--- src/rtl/text_overlay_renderer.sv ---
// Text/sprite overlay: composites up to N_SLOTS 8x16 font glyphs over the incoming VGA pixel.
// Three-stage pipeline: S0 hit test + font address, S1 font ROM wait, S2 bit select + output mux.
module text_overlay_renderer #(
  parameter int N_SLOTS      = 16,
  parameter int SLOT_W       = 4,
  parameter int BLINK_FRAMES = 30
) (
  input  logic              Clk,
  input  logic              Reset_n,
  input  logic              frame_start,
  input  logic              pix_valid,
  input  logic [9:0]        DrawX,
  input  logic [9:0]        DrawY,
  input  logic [7:0]        In_R,
  input  logic [7:0]        In_G,
  input  logic [7:0]        In_B,
  input  logic              wr_en,
  input  logic [SLOT_W-1:0] wr_slot,
  input  logic [6:0]        wr_char,
  input  logic [9:0]        wr_x,
  input  logic [9:0]        wr_y,
  input  logic [23:0]       wr_rgb,
  input  logic [2:0]        wr_attr,
  output logic [10:0]       font_addr,
  input  logic [7:0]        font_data,
  output logic [7:0]        Red,
  output logic [7:0]        Green,
  output logic [7:0]        Blue,
  output logic              out_valid
);

  localparam int BC_W = (BLINK_FRAMES > 1) ? $clog2(2 * BLINK_FRAMES) : 1;
  localparam logic [BC_W-1:0] BC_LAST = BC_W'(2 * BLINK_FRAMES - 1);
  localparam logic [BC_W-1:0] BC_HALF = BC_W'(BLINK_FRAMES);

  // attr = {scale2, blink, enable}
  typedef struct packed {
    logic [6:0]  chr;
    logic [9:0]  x;
    logic [9:0]  y;
    logic [23:0] rgb;
    logic [2:0]  attr;
  } slot_t;

  slot_t           shadow_q [N_SLOTS];
  slot_t           shadow_d [N_SLOTS];
  slot_t           active_q [N_SLOTS];
  logic [BC_W-1:0] blink_cnt_q;
  logic [BC_W-1:0] blink_cnt_d;
  logic            blink_on;

  logic            hit_s0;
  logic [6:0]      sel_chr_s0;
  logic [3:0]      sel_x_s0;
  logic [4:0]      sel_y_s0;
  logic [23:0]     sel_rgb_s0;
  logic            sel_scale_s0;
  logic [3:0]      dx_s0;
  logic [4:0]      dy_s0;
  logic [3:0]      row_s0;
  logic [2:0]      col_s0;
  logic [10:0]     font_addr_d;

  logic            vld_p1;
  logic            hit_p1;
  logic [23:0]     rgb_p1;
  logic [23:0]     in_p1;
  logic [2:0]      col_p1;

  logic            vld_p2;
  logic            hit_p2;
  logic [23:0]     rgb_p2;
  logic [23:0]     in_p2;
  logic [2:0]      col_p2;

  logic            pix_bit_p2;
  logic [23:0]     out_rgb_d;

  // Extended to 11 bits so a glyph hanging past column/row 1023 never wraps to the left/top edge.
  function automatic logic slot_hit(input logic [9:0] sx, input logic [9:0] sy,
                                    input logic [2:0] attr, input logic [9:0] px,
                                    input logic [9:0] py, input logic vis_phase);
    logic [10:0] w;
    logic [10:0] h;
    w = attr[2] ? 11'd16 : 11'd8;
    h = attr[2] ? 11'd32 : 11'd16;
    return attr[0] && (!attr[1] || vis_phase) &&
           ({1'b0, px} >= {1'b0, sx}) && ({1'b0, px} < ({1'b0, sx} + w)) &&
           ({1'b0, py} >= {1'b0, sy}) && ({1'b0, py} < ({1'b0, sy} + h));
  endfunction

  // A write landing on the frame_start cycle must be part of that frame's commit.
  always_comb begin
    shadow_d = shadow_q;
    if (wr_en && (32'(wr_slot) < N_SLOTS)) begin
      shadow_d[wr_slot].chr  = wr_char;
      shadow_d[wr_slot].x    = wr_x;
      shadow_d[wr_slot].y    = wr_y;
      shadow_d[wr_slot].rgb  = wr_rgb;
      shadow_d[wr_slot].attr = wr_attr;
    end
  end

  always_comb begin
    blink_cnt_d = blink_cnt_q;
    if (frame_start) begin
      blink_cnt_d = (blink_cnt_q == BC_LAST) ? '0 : blink_cnt_q + 1'b1;
    end
  end

  assign blink_on = (blink_cnt_q < BC_HALF);

  always_ff @(posedge Clk or negedge Reset_n) begin
    if (!Reset_n) begin
      for (int i = 0; i < N_SLOTS; i++) begin
        shadow_q[i] <= '0;
        active_q[i] <= '0;
      end
      blink_cnt_q <= '0;
    end else begin
      shadow_q    <= shadow_d;
      blink_cnt_q <= blink_cnt_d;
      if (frame_start) begin
        active_q <= shadow_d;
      end
    end
  end

  // ---- S0: hit test, priority select, font address ----
  always_comb begin
    hit_s0       = 1'b0;
    sel_chr_s0   = '0;
    sel_x_s0     = '0;
    sel_y_s0     = '0;
    sel_rgb_s0   = '0;
    sel_scale_s0 = 1'b0;
    // Scanning from the top index down lets the lowest hitting slot overwrite the rest.
    for (int i = N_SLOTS - 1; i >= 0; i--) begin
      if (pix_valid && slot_hit(active_q[i].x, active_q[i].y, active_q[i].attr,
                                DrawX, DrawY, blink_on)) begin
        hit_s0       = 1'b1;
        sel_chr_s0   = active_q[i].chr;
        sel_x_s0     = active_q[i].x[3:0];
        sel_y_s0     = active_q[i].y[4:0];
        sel_rgb_s0   = active_q[i].rgb;
        sel_scale_s0 = active_q[i].attr[2];
      end
    end
    // Offsets inside a hit are < 16 / < 32, so the low bits of the difference are exact.
    dx_s0       = DrawX[3:0] - sel_x_s0;
    dy_s0       = DrawY[4:0] - sel_y_s0;
    row_s0      = sel_scale_s0 ? dy_s0[4:1] : dy_s0[3:0];
    col_s0      = sel_scale_s0 ? dx_s0[3:1] : dx_s0[2:0];
    font_addr_d = hit_s0 ? {sel_chr_s0, row_s0} : '0;
  end

  // ---- S0 -> S1 ----
  always_ff @(posedge Clk or negedge Reset_n) begin
    if (!Reset_n) begin
      vld_p1    <= 1'b0;
      hit_p1    <= 1'b0;
      font_addr <= '0;
    end else begin
      vld_p1    <= pix_valid;
      hit_p1    <= hit_s0;
      font_addr <= font_addr_d;
    end
  end

  always_ff @(posedge Clk) begin
    rgb_p1 <= sel_rgb_s0;
    in_p1  <= {In_R, In_G, In_B};
    col_p1 <= col_s0;
  end

  // ---- S1 -> S2: font ROM read in flight ----
  always_ff @(posedge Clk or negedge Reset_n) begin
    if (!Reset_n) begin
      vld_p2 <= 1'b0;
      hit_p2 <= 1'b0;
    end else begin
      vld_p2 <= vld_p1;
      hit_p2 <= hit_p1;
    end
  end

  always_ff @(posedge Clk) begin
    rgb_p2 <= rgb_p1;
    in_p2  <= in_p1;
    col_p2 <= col_p1;
  end

  // ---- S2: glyph bit select and output mux ----
  always_comb begin
    pix_bit_p2 = font_data[3'd7 - col_p2];
    out_rgb_d  = '0;
    if (vld_p2) begin
      out_rgb_d = (hit_p2 && pix_bit_p2) ? rgb_p2 : in_p2;
    end
  end

  always_ff @(posedge Clk or negedge Reset_n) begin
    if (!Reset_n) begin
      Red       <= '0;
      Green     <= '0;
      Blue      <= '0;
      out_valid <= 1'b0;
    end else begin
      Red       <= out_rgb_d[23:16];
      Green     <= out_rgb_d[15:8];
      Blue      <= out_rgb_d[7:0];
      out_valid <= vld_p2;
    end
  end

endmodule
--- config.mk ---
export PLATFORM = sky130hd
export DESIGN_NAME = text_overlay_renderer
export DESIGN_NICKNAME = d
export VERILOG_FILES = /design/src/rtl/text_overlay_renderer.sv
export SDC_FILE = /design/constraint.sdc
export NUM_CORES = 2
export LEC_CHECK = 0
export CAP_MARGIN = 10
export CORE_MARGIN = 1.5
export CORE_UTILIZATION = 45
export CTS_CLUSTER_DIAMETER = 80
export DETAILED_ROUTE_END_ITERATION = 6
export GPL_TIMING_DRIVEN = 0
export PLACE_DENSITY_LB_ADDON = 0.2
export SLEW_MARGIN = 20
export SYNTH_ARGS = -nofsm -noshare
export SYNTH_HDL_FRONTEND = slang
export SYNTH_SLANG_ARGS = --single-unit
--- constraint.sdc ---
create_clock -name Clk -period 5.61 [get_ports Clk]
set_input_delay 1.4025 -clock Clk [delete_from_list [all_inputs] [get_ports Clk]]
set_output_delay 1.4025 -clock Clk [all_outputs]
set_load 0.01 [all_outputs]
# After elaboration in Yosys (flattened, before gate mapping)
# Index checks and enable logic that the tools add are counted.
[totals]
reg_bits = 1876
inputBits = 115
output_inout_bits = 36
elab_cells = 564
[classes]
addsub = 36
n_lt_le_gt_ge = 68
eq_ne = 1
n_mux = 152
bitwise_logic = 1
reduce_logical = 130
[op_table]
columns = ["op", "count"]
rows = [
  ["bitwise mux 864 bit", 5],
  ["demux 54 bit (select 4 bit)", 5],
  ["two-way mux 864 bit", 1],
  ["two-way mux 24 bit", 18],
  ["< comparator 10 x 11 -> 1 bit", 32],
  [">= comparator 10 bit", 32],
  ["adder 10 x 5 -> 11 bit", 16],
  ["adder 10 x 6 -> 11 bit", 16],
  ["two-way mux 5 bit", 32],
  ["two-way mux 7 bit", 16],
  ["two-way mux 6 bit", 17],
  ["logical AND 1 bit", 98],
  ["two-way mux 4 bit", 17],
  ["two-way mux 54 bit", 1],
  ["two-way mux 47 bit", 1],
  ["two-way mux 37 bit", 1],
  ["two-way mux 1 bit", 33],
  ["two-way mux 27 bit", 1],
  ["zero test 1 bit", 16],
  ["logical OR 1 bit", 16],
  ["two-way mux 11 bit", 1],
  ["adder 6 x 1 -> 6 bit (second input constant)", 1],
  ["equality test 6 bit (second input constant)", 1],
  ["< comparator 6 x 5 -> 1 bit (second input constant)", 1],
  ["other kinds (9)", 10],
]

# Depth between registers and ports, before layout
[logic_depth]
ltp_word = 27
ltp_mapped = 30

# Least setup slack after synthesis
# No wires, ideal clock.
[synth_timing]
path_kind = "input to register"
start = "in DrawY[0]"
end = "reg font_addr[3]"
setup_time_ps = 77
arrival_ps = 6001
required_time_ps = 5533
slack_ps = -468
path_stages = 25
n_path_buf = 3
cell_sequence = "inv_1 ha_1 nand2b_1 a211oi_1 or4_1 a21oi_1 or4b_1 clkbuf_1 and3_1 buf_2 clkbuf_1 a221oi_1 o21ai_1 o211ai_1 a21oi_1 ha_1 fa_1 inv_1 a21o_1 a21oi_1 xnor2_1 or3_1 o31ai_1 o31ai_1 o21ai_1"
[synth_via]
elab_chain_cells = 23
elab_cells_between_ends = 131
[synth_lines]
columns = ["item", "line_no", "rtl"]
rows = [
  ["start: declaration", "13", "input logic [9:0] DrawY,"],
  [">= comparator 10 bit", "89", "({1'b0, py} >= {1'b0, sy}) && ({1'b0, py} < ({1'b0, sy} + h));"],
  ["logical AND 1 bit", "88", "({1'b0, px} >= {1'b0, sx}) && ({1'b0, px} < ({1'b0, sx} + w)) &&"],
  ["logical AND 1 bit", "89", ""],
  ["logical AND 1 bit", "139", "if (pix_valid && slot_hit(active_q[i].x, active_q[i].y, active_q[i].attr,"],
  ["two-way mux 5 bit (16 in a row)", "139", ""],
  ["subtractor 5 bit", "151", "dy_s0 = DrawY[4:0] - sel_y_s0;"],
  ["two-way mux 4 bit", "152", "row_s0 = sel_scale_s0 ? dy_s0[4:1] : dy_s0[3:0];"],
  ["two-way mux 11 bit (*)", "154", "font_addr_d = hit_s0 ? {sel_chr_s0, row_s0} : '0;"],
  ["net font_addr_d[3]", "62", "logic [10:0] font_addr_d;"],
  ["end signal: assignment", "166", "font_addr <= font_addr_d;"],
  ["end: declaration", "24", "output logic [10:0] font_addr,"],
]
# Mark *: on every way through the listed nets, which the timed path passes. The rest lies on a longest branch.
# A chain may end at the register's enable or synchronous reset.

# Worst setup path after layout
[layout_timing]
start = "in pix_valid"
end = "reg font_addr[3]"
[layout_via]
elab_chain_cells = 20
elab_cells_between_ends = 67
[layout_lines]
columns = ["item", "line_no", "rtl"]
rows = [
  ["start: declaration", "11", "input logic pix_valid,"],
  ["logical AND 1 bit", "139", ""],
  ["two-way mux 5 bit (16 in a row)", "139", ""],
  ["subtractor 5 bit", "151", ""],
  ["two-way mux 4 bit", "152", ""],
  ["two-way mux 11 bit (*)", "154", ""],
  ["net font_addr_d[3]", "62", ""],
]
# Marks and branches as above.

==> results.md <==
* Status: complete, but fails checks
* Failing checks: setup timing
* Gpl congestion at around 0.93
* Net count, final at 8662
* Tcrit/Tclk final at 109%
* Pre-CTS setup slack at -3.74 ns
* Core ar. at roughly 200000 um2
* Placed Cells at 10.3k
* Lkg Pwr at 46.0 nW
* Post-DP HPWL at about 210 mm
* Rel. slew slack at 14.2%
* Reg2reg end: font_addr[3]
* Fraction of layout cells with a size suffix above 1 at 27.1%
* CP required at 6.34 ns
* Worst hold endpoint: in_p2[7]
* R2R depth at 28
* CP max stage delay at 0.51 ns
* Yosys reg bits at between 1.5k and 2k
* Mapped Nets at 8197
* Num Clock Sinks at 1876
* Mux cell area share after synthesis at 18.2%
* Num CTS Buffers at 200
* Crit path time final at between 6 and 7 ns
* Effective utilization at floorplan at a little under half
* Die Wd at 449 um
* Fin cells at 10.7k
* Top_reg_cell synth: dfrtp_1
* Synth Area in XOR/XNOR at ~1.5%
* HP Class: reg2reg
* Post-synthesis sequential area ratio at approximately half
* Tightest Pin Transition at around 1.3 ns
* Total grt overflow at 0
* Delay-heaviest family, CP: compound AO/OA/AOI/OAI gates
* Synth cell types at between 90 and 100
* Worst-Skew Late Latency at 0.86 ns
* I/O pin count at ~150
* Mapped cell area at 89400 um2
* Worst EP arrival at 6.87 ns
* PortBufs at 147
* Die Y-Extent at 449 um
* Max-cap violation count at 0
* VDD IR max at 288 uV
* Worst r2r src: active_q[56]
* Setup WS post-layout at -0.530 ns
* Power Total at 42.2 mW
* Synth Area in Simple Gates at slightly below 6%
* Num rows at 163
* All-Layer GR Usage at 28.9%
* CP max FO at 10
* # hold bufs at CTS at 0
* Average cell area after synthesis at 12.0 um2
* Crit path kind: in2reg
* Startpoint Class: input port
* R2R setup slack at -0.47 ns
* WL final at 294 mm
* Area grow syn2layout at 16.5%
* Gate Count Post-Synth at 7448
* Hold path cells at 0
* Vias in the first global route at 63.7k
* Die footprint at 201000 um2
* Crit-path slowest cell: clkdlybuf4s50_1
* Largest family of logic cells by synthesized area: multiplexers
* Final Hold Viols at 0
* Final number of setup-violating endpoints at 4
* CTS tree: done
* Pwr per Cell Area at a little over 400 nW/um2
* Worst Skew at around 0.029 ns
* Post-synth ARST share at 94.6%
* Post-route cell area at 104000 um2
* Placed instance area at 95200 um2
* Crit. End Element: flop
* Final ANT Viol Nets at 0
* Initial antenna violation count at 20
* Worst path cell trace: clkdlybuf4s50_1 -> clkbuf_2 -> buf_12 -> buf_12 -> nand2_1 -> a221oi_2 -> o221ai_1 -> a211oi_2 -> nand3_2 -> clkbuf_4 -> clkbuf_2 -> o211ai_1 -> o211ai_1 -> a21oi_2 -> o31a_1 -> ha_1 -> a21oi_2 -> xnor2_2 -> or3_4 -> o31ai_4 -> o31ai_2 -> o21ai_2
* Yosys warns at 0
* Critical path buffers and inverters at 6
* CTS Root Cell: clkbuf_16
* Avg WL per Cell at ~27 um
* H-tree lvl count at 4
* First-pass GRT wire length at 431 mm
* Max Fclk at between 150 and 200 MHz
* Via Count at between 60k and 70k
* TritonRoute pass-1 iters at 5
* Fin. max-slew vios at 0
* DRC viols at 0
* Min-Delay Startpoint: in_p1[7]
* Via-to-Cell Ratio at about 5.9
* Area share of fa/ha/maj cells after synthesis at 9.16%
* Area fraction in compound gates after synthesis at 10.0%
* Clock slew at reported path FFs at 0.06 ns
* Bufs on Longest Clock Path at 3
* Largest net degree at the start of global routing at around 150
* EDFF count, synth at 0
* Iter 0 DRT Violations at around 5.5k
* Unrepaired setup endpoints after global routing: true
## where the power goes
group / total (mW) / internal, mW / switching (mW)
Clock: 13.6 / 7.83 / 5.79
Combinational: 10.1 / 4.67 / 5.47
Sequential: 18.4 / 16.8 / 1.67
Total: 42.2 / 29.3 / 12.9
## worst max-delay path by stage
stage	end	start	cells past startpoint
after detailed placement	font_addr[3]	DrawY[0]	25
after global routing	font_addr[3]	active_q[758]	28
after floorplan	font_addr[3]	DrawY[0]	25
final	font_addr[3]	pix_valid	22
after global placement	active_q[746]	Reset_n	1
after CTS	font_addr[3]	DrawY[0]	28
## cell usage in the layout, fill, tap and decap left out, types with 27 or more instances in the layout
cell,count
nor3_1,57
o21ai_0,479
nand3_1,123
nand4_1,27
clkbuf_16,214
a22oi_1,27
dfxtp_1,102
mux2i_1,27
buf_16,28
o221ai_1,34
clkdlybuf4s50_1,126
clkbuf_8,63
xnor2_1,144
a211oi_1,44
inv_1,402
nand2b_1,38
a221oi_1,73
dfrtp_1,1758
nand2_1,496
a21oi_1,221
a31oi_1,34
clkbuf_1,304
o22ai_1,64
nor2b_1,46
nor2_1,189
o211ai_1,68
mux2_2,1412
clkinv_2,31
ha_1,592
buf_4,106
fa_1,28
o21a_1,54
clkbuf_2,43
and3_1,29
a21o_1,50
## final cells by class
class / count / area [um2]
repair buffers: 274 / 3120
flip-flops and latches: 1876 / 46500
well taps: 2640 / 3300
fillers: 17241 / 93200
plain buffers: 373 / 1960
clock buffers: 305 / 6040
multi-input cells: 4765 / 40900
diodes: 9 / 22.5
clock inverters: 63 / 785
inverters: 423 / 1600
## per-layer routing
metal / track usage [%] / wire (um) / part of all wire, % / up-vias
li1: - / - / - / 27640
met1: 39.6 / 127000 / 43 / 32820
met2: 46.1 / 136000 / 46 / 2029
met3: 4.01 / 17800 / 6.1 / 544
met4: 12.0 / 13600 / 4.6 / 4
met5: 0 / 22 / 0.0075 / -
## repair_timing
action                     CTS  global route
setup endpoints to repair   39             7
pin swaps                   65            18
setup buffers               84             7
gates resized for setup    358            55
## state kept, by name, summed over array words and instances, names as in the netlist
| register | flops |
|---|---|
| shadow_q | 864 |
| col_p2 | 3 |
| Green | 8 |
| hit_p1 | 1 |
| Red | 8 |
| hit_p2 | 1 |
| vld_p2 | 1 |
| rgb_p1 | 24 |
| in_p1 | 24 |
| in_p2 | 24 |
| Blue | 8 |
| blink_cnt_q | 6 |
| rgb_p2 | 24 |
| col_p1 | 3 |
| out_valid | 1 |
| font_addr | 11 |
| vld_p1 | 1 |
| active_q | 864 |
## cell usage after synthesis, drive strengths merged, types with 13 or more instances
| cell type | instances | area share (%) |
|---|---|---|
| dfrtp | 1774 | 50 |
| mux2 | 1413 | 18 |
| ha | 600 | 8.4 |
| o21ai | 511 | 2.9 |
| nand2 | 504 | 2.1 |
| inv | 423 | 1.8 |
| clkbuf | 354 | 1.5 |
| a21oi | 234 | 1.3 |
| nor2 | 206 | 0.86 |
| xnor2 | 147 | 1.4 |
| nand3 | 126 | 0.71 |
| dfxtp | 102 | 2.3 |
| a221oi | 84 | 0.83 |
| o211ai | 68 | 0.57 |
| o22ai | 65 | 0.45 |
| nor3 | 61 | 0.34 |
| a211oi | 54 | 0.45 |
| o21a | 54 | 0.45 |
| a21o | 50 | 0.42 |
| nor2b | 46 | 0.32 |
| nand2b | 39 | 0.27 |
| a31oi | 38 | 0.27 |
| o221ai | 38 | 0.37 |
| and3 | 34 | 0.24 |
| fa | 34 | 0.76 |
| a22oi | 30 | 0.26 |
| buf | 30 | 0.15 |
| mux2i | 28 | 0.31 |
| nand4 | 28 | 0.20 |
| nor4 | 28 | 0.23 |
| o2111ai | 25 | 0.25 |
| a2111oi | 19 | 0.21 |
| o31ai | 19 | 0.16 |
| o31a | 17 | 0.17 |
| nor3b | 14 | 0.12 |
| a211o | 13 | 0.13 |
## logic make-up after synthesis
kind of cell,count (synthesis)
AO/OA/AOI/OAI,1398
XOR/XNOR,152
adder cells (fa/ha/maj),634
buffers and inverters,807
flip-flops,1876
multiplexers,1443
AND/OR/NAND/NOR,1138
## stage by stage
| stage | hold slack, ns | setup TNS, ns | util (%) |
|---|---|---|---|
| detailed placement | 0.312 | -90.93 | 48.2 |
| finish | 0.306 | -0.911 | 52.8 |
| CTS | 0.298 | -0.488 | 52.7 |
| global placement | 0.311 | - | 47.7 |
| floorplan | 0.310 | -0.238 | - |
| global route | 0.327 | -1.35 | 52.8 |
Note: power is estimated with default switching activity, not from simulation.
